$ cat src/rtl/latency_pkg.sv
// Shared types and defaults for the latency measurement-window controller.
package latency_pkg;
   localparam int W_DEF     = 32;
   localparam int WIN_W_DEF = 16;

   typedef logic [W_DEF-1:0]     w_t;
   typedef logic [WIN_W_DEF-1:0] win_t;

   typedef enum logic [2:0] {
      S_IDLE,
      S_CLEAR,
      S_RUN,
      S_DRAIN,
      S_DIV,
      S_DONE
   } lwc_state_t;

   // States in which the counter holds live window data.
   function automatic logic is_active(lwc_state_t s);
      return (s == S_CLEAR) || (s == S_RUN) || (s == S_DRAIN);
   endfunction
endpackage

$ cat src/rtl/latency_window_ctrl_if.sv
// Control, event and result handshake bundle of the measurement-window controller.
interface latency_window_ctrl_if #(
   parameter int W     = latency_pkg::W_DEF,
   parameter int WIN_W = latency_pkg::WIN_W_DEF
);
   logic             start;
   logic             stop;
   logic [WIN_W-1:0] cfg_window;
   logic             ev_issue;
   logic             ev_retire;
   logic             busy;
   logic             result_vld;
   logic             result_rdy;
   logic [W-1:0]     result_issue;
   logic [W-1:0]     result_agg;
   logic [W-1:0]     result_avg;
   logic             underflow_err;

   modport master (
      output start, stop, cfg_window, ev_issue, ev_retire, result_rdy,
      input  busy, result_vld, result_issue, result_agg, result_avg, underflow_err
   );

   modport slave (
      input  start, stop, cfg_window, ev_issue, ev_retire, result_rdy,
      output busy, result_vld, result_issue, result_agg, result_avg, underflow_err
   );
endinterface

$ cat src/rtl/latency.sv
// Issue / aggregate-latency counter: each in-flight transaction adds one per cycle.
module latency
   import latency_pkg::*;
#(
   parameter int W = W_DEF
) (
   input  logic         clk,
   input  logic         rst,
   input  logic         clear,
   input  logic         issue,
   input  logic         retire,
   output logic [W-1:0] issue_cnt_r,
   output logic [W-1:0] aggregate_cnt_r
);
   logic [W-1:0] outst_r;

   // Summing the outstanding count every cycle makes an issue at a and retire at b add b-a.
   always_ff @(posedge clk or posedge rst) begin
      if (rst) begin
         issue_cnt_r     <= '0;
         aggregate_cnt_r <= '0;
         outst_r         <= '0;
      end else if (clear) begin
         issue_cnt_r     <= '0;
         aggregate_cnt_r <= '0;
         outst_r         <= '0;
      end else begin
         if (issue) issue_cnt_r <= issue_cnt_r + W'(1);
         aggregate_cnt_r <= aggregate_cnt_r + outst_r;
         outst_r         <= outst_r + W'(issue) - W'(retire);
      end
   end
endmodule

$ cat src/rtl/latency_div.sv
// Restoring radix-2 divider: W cycles per quotient, one cycle for a zero divisor.
module latency_div
   import latency_pkg::*;
#(
   parameter int W = W_DEF
) (
   input  logic         clk,
   input  logic         rst,
   input  logic         start,
   input  logic         abort,
   input  logic [W-1:0] dividend,
   input  logic [W-1:0] divisor,
   output logic         done,
   output logic [W-1:0] quotient
);
   localparam int CW = $clog2(W + 1);

   logic [W-1:0]  rem;
   logic [W-1:0]  quo;
   logic [W-1:0]  dvs;
   logic [CW-1:0] cnt;
   logic          run;
   logic          zero;
   logic [W:0]    rem_sh;
   logic          bit_q;
   logic [W-1:0]  rem_nxt;
   logic [W-1:0]  quo_nxt;

   always_comb begin
      rem_sh  = {rem, quo[W-1]};
      bit_q   = (rem_sh >= {1'b0, dvs});
      rem_nxt = bit_q ? W'(rem_sh - {1'b0, dvs}) : rem_sh[W-1:0];
      quo_nxt = zero ? '0 : {quo[W-2:0], bit_q};
   end

   // quotient is the value the final step produces, valid while done is high.
   assign done     = run && (cnt == CW'(1));
   assign quotient = quo_nxt;

   always_ff @(posedge clk or posedge rst) begin
      if (rst) begin
         rem  <= '0;
         quo  <= '0;
         dvs  <= '0;
         cnt  <= '0;
         run  <= 1'b0;
         zero <= 1'b0;
      end else if (abort) begin
         run <= 1'b0;
      end else if (start) begin
         rem  <= '0;
         quo  <= dividend;
         dvs  <= divisor;
         zero <= (divisor == '0);
         cnt  <= (divisor == '0) ? CW'(1) : CW'(W);
         run  <= 1'b1;
      end else if (run) begin
         rem <= rem_nxt;
         quo <= quo_nxt;
         cnt <= cnt - CW'(1);
         if (cnt == CW'(1)) run <= 1'b0;
      end
   end
endmodule

$ cat src/rtl/latency_window_ctrl.sv
// Measurement-window controller: clears and gates the latency counter, drains,
// then divides aggregate by issue count and hands the result out on valid/ready.
//
// state   | meaning
// IDLE    | waiting for start, last result held
// CLEAR   | one-cycle counter clear
// RUN     | window open, issue and retire forwarded
// DRAIN   | issues blocked, retires forwarded until nothing outstanding
// DIV     | mean latency being computed
// DONE    | result_vld high, waiting for result_rdy
module latency_window_ctrl
   import latency_pkg::*;
#(
   parameter int W     = W_DEF,
   parameter int WIN_W = WIN_W_DEF
) (
   input  logic                  clk,
   input  logic                  rst,
   latency_window_ctrl_if.slave  bus
);
   lwc_state_t       state;
   logic [WIN_W-1:0] win_cnt;
   logic [W-1:0]     outstanding;
   logic [W-1:0]     issue_cnt_r;
   logic [W-1:0]     aggregate_cnt_r;
   logic [W-1:0]     div_q;
   logic             div_done;

   logic             busy_r;
   logic             vld_r;
   logic             uf_r;
   logic [W-1:0]     res_issue_r;
   logic [W-1:0]     res_agg_r;
   logic [W-1:0]     res_avg_r;

   logic             abort;
   logic             fwd_issue;
   logic             fwd_retire;
   logic             uf_set;
   logic             cnt_clear;
   logic             div_start;
   logic             ev_open;

   always_comb begin
      ev_open    = (state == S_RUN) || (state == S_DRAIN);
      abort      = bus.stop && (state != S_IDLE);
      fwd_issue  = (state == S_RUN) && bus.ev_issue;
      // A retire is only real if something is in flight or issues in the same cycle.
      fwd_retire = ev_open && bus.ev_retire && ((outstanding != '0) || fwd_issue);
      uf_set     = ev_open && bus.ev_retire && !fwd_retire;
      cnt_clear  = (state == S_CLEAR) || (abort && is_active(state));
      div_start  = (state == S_DRAIN) && (outstanding == '0) && !bus.stop;
   end

   latency #(.W(W)) u_cnt (
      .clk             (clk),
      .rst             (rst),
      .clear           (cnt_clear),
      .issue           (fwd_issue),
      .retire          (fwd_retire),
      .issue_cnt_r     (issue_cnt_r),
      .aggregate_cnt_r (aggregate_cnt_r)
   );

   latency_div #(.W(W)) u_div (
      .clk      (clk),
      .rst      (rst),
      .start    (div_start),
      .abort    (abort),
      .dividend (aggregate_cnt_r),
      .divisor  (issue_cnt_r),
      .done     (div_done),
      .quotient (div_q)
   );

   always_ff @(posedge clk or posedge rst) begin
      if (rst) begin
         outstanding <= '0;
      end else if (cnt_clear) begin
         outstanding <= '0;
      end else begin
         outstanding <= outstanding + W'(fwd_issue) - W'(fwd_retire);
      end
   end

   always_ff @(posedge clk or posedge rst) begin
      if (rst) begin
         state       <= S_IDLE;
         win_cnt     <= '0;
         busy_r      <= 1'b0;
         vld_r       <= 1'b0;
         uf_r        <= 1'b0;
         res_issue_r <= '0;
         res_agg_r   <= '0;
         res_avg_r   <= '0;
      end else begin
         if (uf_set) uf_r <= 1'b1;
         if (abort) begin
            state  <= S_IDLE;
            busy_r <= 1'b0;
            vld_r  <= 1'b0;
         end else begin
            case (state)
               S_IDLE: begin
                  if (bus.start) begin
                     state   <= S_CLEAR;
                     busy_r  <= 1'b1;
                     win_cnt <= bus.cfg_window;
                     uf_r    <= 1'b0;
                  end
               end
               S_CLEAR: begin
                  state <= (win_cnt != '0) ? S_RUN : S_DRAIN;
               end
               S_RUN: begin
                  win_cnt <= win_cnt - WIN_W'(1);
                  if (win_cnt == WIN_W'(1)) state <= S_DRAIN;
               end
               S_DRAIN: begin
                  if (outstanding == '0) begin
                     state       <= S_DIV;
                     res_issue_r <= issue_cnt_r;
                     res_agg_r   <= aggregate_cnt_r;
                  end
               end
               S_DIV: begin
                  if (div_done) begin
                     state     <= S_DONE;
                     vld_r     <= 1'b1;
                     res_avg_r <= div_q;
                  end
               end
               S_DONE: begin
                  if (bus.result_rdy) begin
                     state  <= S_IDLE;
                     vld_r  <= 1'b0;
                     busy_r <= 1'b0;
                  end
               end
               default: state <= S_IDLE;
            endcase
         end
      end
   end

   assign bus.busy          = busy_r;
   assign bus.result_vld    = vld_r;
   assign bus.underflow_err = uf_r;
   assign bus.result_issue  = res_issue_r;
   assign bus.result_agg    = res_agg_r;
   assign bus.result_avg    = res_avg_r;
endmodule

$ cat src/flat_wrapper.sv
// flat-port wrapper written by rule: the top's interface ports become plain ports
module latency_window_ctrl_flat import latency_pkg::*;
#(
   parameter int W     = W_DEF,
   parameter int WIN_W = WIN_W_DEF
)
  (clk, rst, bus_start, bus_stop, bus_cfg_window, bus_ev_issue, bus_ev_retire, bus_result_rdy, bus_busy, bus_result_vld, bus_result_issue, bus_result_agg, bus_result_avg, bus_underflow_err);
  latency_window_ctrl_if #(.W(W), .WIN_W(WIN_W)) bus_i ();
  input  logic clk;
  input  logic rst;
  input wire logic [$bits(bus_i.start)-1:0] bus_start;
  input wire logic [$bits(bus_i.stop)-1:0] bus_stop;
  input wire logic [$bits(bus_i.cfg_window)-1:0] bus_cfg_window;
  input wire logic [$bits(bus_i.ev_issue)-1:0] bus_ev_issue;
  input wire logic [$bits(bus_i.ev_retire)-1:0] bus_ev_retire;
  input wire logic [$bits(bus_i.result_rdy)-1:0] bus_result_rdy;
  output wire logic [$bits(bus_i.busy)-1:0] bus_busy;
  output wire logic [$bits(bus_i.result_vld)-1:0] bus_result_vld;
  output wire logic [$bits(bus_i.result_issue)-1:0] bus_result_issue;
  output wire logic [$bits(bus_i.result_agg)-1:0] bus_result_agg;
  output wire logic [$bits(bus_i.result_avg)-1:0] bus_result_avg;
  output wire logic [$bits(bus_i.underflow_err)-1:0] bus_underflow_err;
  assign bus_i.start = bus_start;
  assign bus_i.stop = bus_stop;
  assign bus_i.cfg_window = bus_cfg_window;
  assign bus_i.ev_issue = bus_ev_issue;
  assign bus_i.ev_retire = bus_ev_retire;
  assign bus_i.result_rdy = bus_result_rdy;
  assign bus_busy = bus_i.busy;
  assign bus_result_vld = bus_i.result_vld;
  assign bus_result_issue = bus_i.result_issue;
  assign bus_result_agg = bus_i.result_agg;
  assign bus_result_avg = bus_i.result_avg;
  assign bus_underflow_err = bus_i.underflow_err;
  latency_window_ctrl #(.W(W), .WIN_W(WIN_W)) u_core (.clk(clk), .rst(rst), .bus(bus_i));
endmodule
$ cat config.mk
export PLATFORM = sky130hd
export DESIGN_NAME = latency_window_ctrl_flat
export DESIGN_NICKNAME = d
export VERILOG_FILES = /design/src/rtl/latency_pkg.sv /design/src/rtl/latency_window_ctrl_if.sv /design/src/rtl/latency.sv /design/src/rtl/latency_div.sv /design/src/rtl/latency_window_ctrl.sv /design/src/flat_wrapper.sv
export SDC_FILE = /design/constraint.sdc
export NUM_CORES = 1
export LEC_CHECK = 0
export CAP_MARGIN = 20
export CORE_ASPECT_RATIO = 2
export CORE_MARGIN = 4
export CORE_UTILIZATION = 40
export DETAILED_ROUTE_END_ITERATION = 16
export SLEW_MARGIN = 40
export SYNTH_ARGS = -nofsm -noshare
export SYNTH_HDL_FRONTEND = slang
export SYNTH_HIERARCHICAL = 1
export SYNTH_SLANG_ARGS = --single-unit
$ cat constraint.sdc
create_clock -name clk -period 4.81 [get_ports clk]
set_input_delay 0.481 -clock clk [delete_from_list [all_inputs] [get_ports clk]]
set_output_delay 0.481 -clock clk [all_outputs]
set_load 0.05 [all_outputs]
# Yosys cells after proc, flatten, opt, wreduce, memory -nomap -nowiden
# Cells that the tools add are included.
# W data, S select, Z words.
[totals]
reg_bits = 350
latch_bits = 0
ram_bits = 0
mem_bits_ro = 0
inputBits = 23
out_inout_bits = 99
word_cells = 116
mem_count = 0
[classes]
addsub = 9
mul = 0
div_mod_pow = 0
magnitude_cmp = 1
eq_ne = 13
shifts = 0
n_mux = 39
n_bitwise = 1
reduce_logical = 35
[ops]
columns = ["operator", "n"]
rows = [
  ["$mux W32", 11],
  ["$add A32 B1 Y32", 2],
  ["$logic_not A32 Y1", 2],
  ["$sub A32 B1 Y32", 2],
  ["$ge A33 B32 Y1", 1],
  ["$add A32 B1 Y32 const B", 1],
  ["$add A32 B32 Y32", 1],
  ["$pmux W16 S2", 1],
  ["$reduce_bool A32 Y1", 1],
  ["$sub A32 B32 Y32", 1],
  ["$mux W3", 6],
  ["$mux W6", 3],
  ["$pmux W3 S6", 1],
  ["$eq A16 B1 Y1 const B", 1],
  ["$mux W16", 1],
  ["$reduce_bool A16 Y1", 1],
  ["$sub A16 B1 Y16 const B", 1],
  ["$reduce_and A3 Y1", 5],
  ["$mux W1", 14],
  ["$ne A3 B2 Y1 const B", 4],
  ["$logic_and A1 B1 Y1", 9],
  ["$reduce_bool A3 Y1", 3],
  ["$eq A3 B2 Y1 const B", 2],
  ["$eq A3 B3 Y1 const B", 2],
  ["other kinds (13)", 22],
]

# Depth between registers and ports, before layout
[logic_depth]
word_depth = 10
mapped_depth = 18
mapped_depth_nobuf = 18

# Cells and area by module
# The synthesis kept the hierarchy.
[modules_own_cells]
columns = ["module", "n_inst", "cells_each", "area_per_inst_um2"]
rows = [
  ["latency_window_ctrl", 1, 784, 8254.2],
  ["latency", 1, 841, 7166.9],
  ["latency_div", 1, 740, 6578.8],
]

# Worst setup path before layout
# No wires, ideal clock.
[synth_timing]
kind = "flip-flop to flip-flop"
startpoint = "reg u_core.state[1]"
endpoint = "reg u_core.u_cnt.outst_r[28]"
arrival_ps = 3386
required_ps = 4682
path_slack_ps = 1297
path_stages_with_launch = 18
path_buffers = 1
period_less_slack_ps = 3513
cell_sequence = "dfrtp_1 > clkbuf_1 > nand2b_1 > nor2_1 > nand2_1 > a21oi_1 > ha_1 > inv_1 > ha_1 > inv_1 > fa_1 > nor2b_1 > o31ai_1 > a21oi_2 > nor2_2 > o41ai_4 > a21oi_1 > mux2_1"
[synth_between]
elab_chain_cells = 6
[synth_rtl]
columns = ["element", "line", "text"]
rows = [
  ["start, declared", "latency_window_ctrl.sv:21", "lwc_state_t state;"],
  ["start signal, assigned", "latency_window_ctrl.sv:113", "state <= (win_cnt != '0) ? S_RUN : S_DRAIN;"],
  ["$eq A3 B2 Y1, on equally long branches", "latency_window_ctrl.sv:45, latency_window_ctrl.sv:47", ""],
  ["$logic_or A1 B1 Y1 or $logic_and A1 B1 Y1 (tied branches)", "latency_window_ctrl.sv:45, latency_window_ctrl.sv:47", ""],
  ["$logic_and A1 B1 Y1 or $logic_or A1 B1 Y1 (tied branches)", "latency_window_ctrl.sv:49", "fwd_retire = ev_open && bus.ev_retire && ((outstanding != '0) || fwd_issue);"],
  ["$logic_and A1 B1 Y1 *", "latency_window_ctrl.sv:49", ""],
  ["named net u_core.fwd_retire", "latency_window_ctrl.sv:38", "logic fwd_retire;"],
  ["$sub A32 B1 Y32 *", "latency.sv:30", "outst_r <= outst_r + W'(issue) - W'(retire);"],
  ["$mux W32 *", "latency.sv:23", "end else if (clear) begin"],
  ["end signal, assigned", "latency.sv:30", ""],
  ["end, declared", "latency.sv:15", "logic [W-1:0] outst_r;"],
]
# The timed path passes the listed nets; every way through them passes the cells marked *.
# A chain may end at the register's enable or synchronous reset.

# Worst setup path after layout
[layout_timing]
startpoint = "reg u_core.outstanding[4]"
endpoint = "reg u_core.outstanding[24]"
[layout_between]
elab_chain_cells = 5
[layout_rtl]
columns = ["element", "line", "text"]
rows = [
  ["start, declared", "latency_window_ctrl.sv:23", "logic [W-1:0] outstanding;"],
  ["start signal, assigned", "latency_window_ctrl.sv:82", "outstanding <= outstanding + W'(fwd_issue) - W'(fwd_retire);"],
  ["$reduce_bool A32 Y1", "latency_window_ctrl.sv:49", ""],
  ["$logic_or A1 B1 Y1", "latency_window_ctrl.sv:49", ""],
  ["$logic_and A1 B1 Y1", "latency_window_ctrl.sv:49", ""],
  ["named net u_core.fwd_retire", "latency_window_ctrl.sv:38", ""],
  ["$sub A32 B1 Y32", "latency_window_ctrl.sv:82", ""],
  ["$mux W32", "latency_window_ctrl.sv:79", "end else if (cnt_clear) begin"],
]
# The timed path passes the listed nets, and every way through them passes these cells.

==> results_dict.tcl <==
set metrics [dict create \
    peakVddDrop_mv 0.3517 \
    min_from "u_core/u_div/quo[6]" \
    fin_cells 3153 \
    post-route-util_pct 46.02 \
    tns_ns 0 \
    clk_latency_ns 0.55 \
    tightest_slew_ns 0.7096 \
    cap_violations 0 \
    synthMuxAreaShare_pct 8.326 \
    synth_top_cells_by_area "dfrtp_1, ha_1, mux2_2, o21ai_0, nor2_1" \
    port_buffers 121 \
    grt_pass1_vias 18850 \
    final_cell_area_um2 25080 \
    antenna_found_initial 0 \
    synthSimpleGateAreaFrac_pct 16.97 \
    rsz0062_at_grt "false" \
    max_slew_margin_pct 52.33 \
    hpwlAfterDp_mm 47.49 \
    rows 121 \
    pwr_density_cell_nw_per_um2 637.6 \
    place_congestion 0.9436 \
    core_area_um2 54500 \
    cp.arrival_ns 4.63 \
    ys_dominant_reg_cell "dfrtp_1" \
    final_layout_size_suffix_gt1_share_pct 9.608 \
    path_max_fanout 3 \
    cts.sink_count 350 \
    start_util_pct 40.37 \
    syn2layout_area_growth_pct 14.01 \
    fmax_mhz 238.1 \
    dp.cells 3092 \
    die_x_um 173.8 \
    worstReg2RegStart "u_core/outstanding[4]" \
    vias 17890 \
    path_class "register to register" \
    synth-seq-cells 350 \
    synthAdderAreaFrac_pct 8.724 \
    syn-cell-area_um2 22000 \
    n_antenna_cell 0 \
    ioPinCount 122 \
    layout_common_cells "dfrtp_1, nor2_1, nand2_1" \
    drt_wl_total_mm 62.80 \
    ys_seq_area_share_pct 39.81 \
    clk_pin_slew_ns 0.06 \
    synth_edf_count 0 \
    grt_max_degree 82 \
    avgSynthCellArea_um2 9.302 \
    cp-startpoint "u_core/outstanding[4]" \
    clock_path_buffers 3 \
    post-route-drc-count 0 \
    async_flop_share_pct 100.0 \
    crit_required_ns 5.24 \
    finalSetupViolCount 0 \
    finalCriticalPeriod_ns 4.200 \
    syn_nets 2539 \
    drv_slew 0 \
    hold_class "register to register" \
    ys_types 103 \
    layout_commonest_cell "dfrtp_1" \
    status "finished clean" \
    grt_overflow_total 0 \
    die-area_um2 59040 \
    cts_resized 0 \
    routedWlPerCell_um 19.92 \
    finalHoldViolCount 0 \
    postRouteAntennaNets 0 \
    finalClockSkew_ns 0.02729 \
    cts_buffers 35 \
    critPathCaptureType "register" \
    grt_first_pass_wirelength_mm 100.9 \
    synth_warnings 6 \
    cts-root-buf "clkbuf_16" \
    postPlaceCellArea_um2 23890 \
    avgViaCountPerCell 5.675 \
    finalCritPeriodShare_pct 87.31 \
    die_h_um 339.7 \
    drtIter0Drc 841 \
    synthXorXnorAreaFrac_pct 4.300 \
    hold_buffers 0 \
    p_leak_uw 0.01167 \
    start_kind "register" \
    synth_top_cell_area_share_pct 39.81 \
    htreeDepth 2 \
    dr.pass1.iters 5 \
    syn_inst 2365 \
    yosysTopAreaCell "dfrtp_1" \
    post_cts_buffers 0 \
    synth_top_family_by_area "compound AO/OA/AOI/OAI gates" \
    grt_usage_pct 20.99 \
    synth-compound-area-share_pct 17.16 \
    cts_tree "done" \
    nets 2627 \
]
==> per-stage QoR <==
stage / total power (µW) / setup slack (ns) / hold slack [ns]
after global routing: 17260 / 0.3485 / 0.4965
after floorplan: 10910 / 0.2926 / 0.4422
after detailed placement: 13050 / 0.6122 / 0.4627
after CTS: 16050 / 0.5965 / 0.4743
after global placement: 12880 / 0.6687 / 0.4560
final: 15990 / 0.6102 / 0.4707
==> sequential cells by signal, indices dropped and copies added (netlist names) <==
name / cells
u_core/u_cnt/aggregate_cnt_r: 32
u_core/state: 3
u_core/u_cnt/outst_r: 32
u_core/u_div/quo: 32
u_core/u_div/zero: 1
u_core/u_div/cnt: 6
u_core/bus.result_agg: 32
u_core/u_div/dvs: 32
u_core/u_div/run: 1
u_core/bus.result_avg: 32
u_core/u_cnt/issue_cnt_r: 32
u_core/bus.result_vld: 1
u_core/bus.result_issue: 32
u_core/u_div/rem: 32
u_core/bus.underflow_err: 1
u_core/bus.busy: 1
u_core/outstanding: 32
u_core/win_cnt: 16
==> metal layers <==
metal	routed length, µm	up-vias	GRT usage [%]
met1	22960	8776	22.21
met4	3747	0	10.97
met5	0	-	0
met2	34300	391	40.49
met3	1787	166	1.994
li1	-	8561	-
==> critical path: stages, from the launching register on <==
cell	delay (ns)
dfrtp_1	0.38
inv_1	0.08
ha_1	0.19
nand4_1	0.14
nor3b_1	0.29
and3_1	0.23
a21oi_1	0.14
ha_1	0.33
inv_1	0.04
ha_1	0.20
fa_1	0.40
a21o_1	0.20
a211o_1	0.31
and4_2	0.21
o211ai_1	0.39
a21boi_0	0.22
nor3_1	0.24
nor3_1	0.08
==> power by group <==
| group | switching, µW | internal [µW] |
|---|---|---|
| clock | 1250 | 1650 |
| sequential | 594 | 3570 |
| combinational | 5370 | 3560 |
==> logic make-up (layout without fill, tap and decap cells) <==
logic type,count (synthesis),in the layout
and+or+nand+nor,742,742
AOI/OAI and AO/OA,584,584
DFF,350,350
buffers and inverters,261,373
muxes,169,169
adders and majority gates,151,151
xor gates and xnor gates,108,108
==> area by class of cell <==
cell class / instances / area, µm²
clock inverter: 16 / 183.9
inverter: 167 / 641.9
clock buffer: 45 / 1005
sequential: 350 / 8758
timing repair buffer: 145 / 1420
tap: 676 / 845.8
fill: 5209 / 29420
multi-input combinational: 1754 / 12230
==> cell usage after synthesis (16+ instances only) <==
| master | n |
|---|---|
| o21ai_1 | 36 |
| dfrtp_1 | 350 |
| and3_1 | 28 |
| or3_1 | 20 |
| nor2_1 | 203 |
| nand2b_1 | 16 |
| mux2i_1 | 57 |
| o21ai_0 | 154 |
| buf_2 | 16 |
| ha_1 | 147 |
| xnor2_1 | 62 |
| a21oi_1 | 152 |
| mux2_2 | 104 |
| o21a_1 | 17 |
| nor2b_1 | 74 |
| nand4_1 | 39 |
| xor2_1 | 46 |
| clkbuf_1 | 57 |
| nor4_1 | 27 |
| nor3_1 | 48 |
| nand3_1 | 38 |
| inv_1 | 166 |
| o211ai_1 | 16 |
| a21o_1 | 52 |
| nand2_1 | 174 |
==> worst paths after layout <==
| path | slack [ns] | cells after the start | end |
|---|---|---|---|
| max in group asynchronous | 3.31 | 3 | u_core/bus.result_avg[21] |
| worst min register to register | 0.47 | 2 | u_core/u_div/quo[6] |
| worst min-delay path | 0.47 | 2 | u_core/u_div/quo[6] |
| worst max register to register | 0.61 | 17 | u_core/outstanding[24] |
| worst max-delay path | 0.61 | 17 | u_core/outstanding[24] |
| min in group asynchronous | 0.55 | 2 | u_core/u_div/rem[22] |
Power figures use the tool's default switching activity.
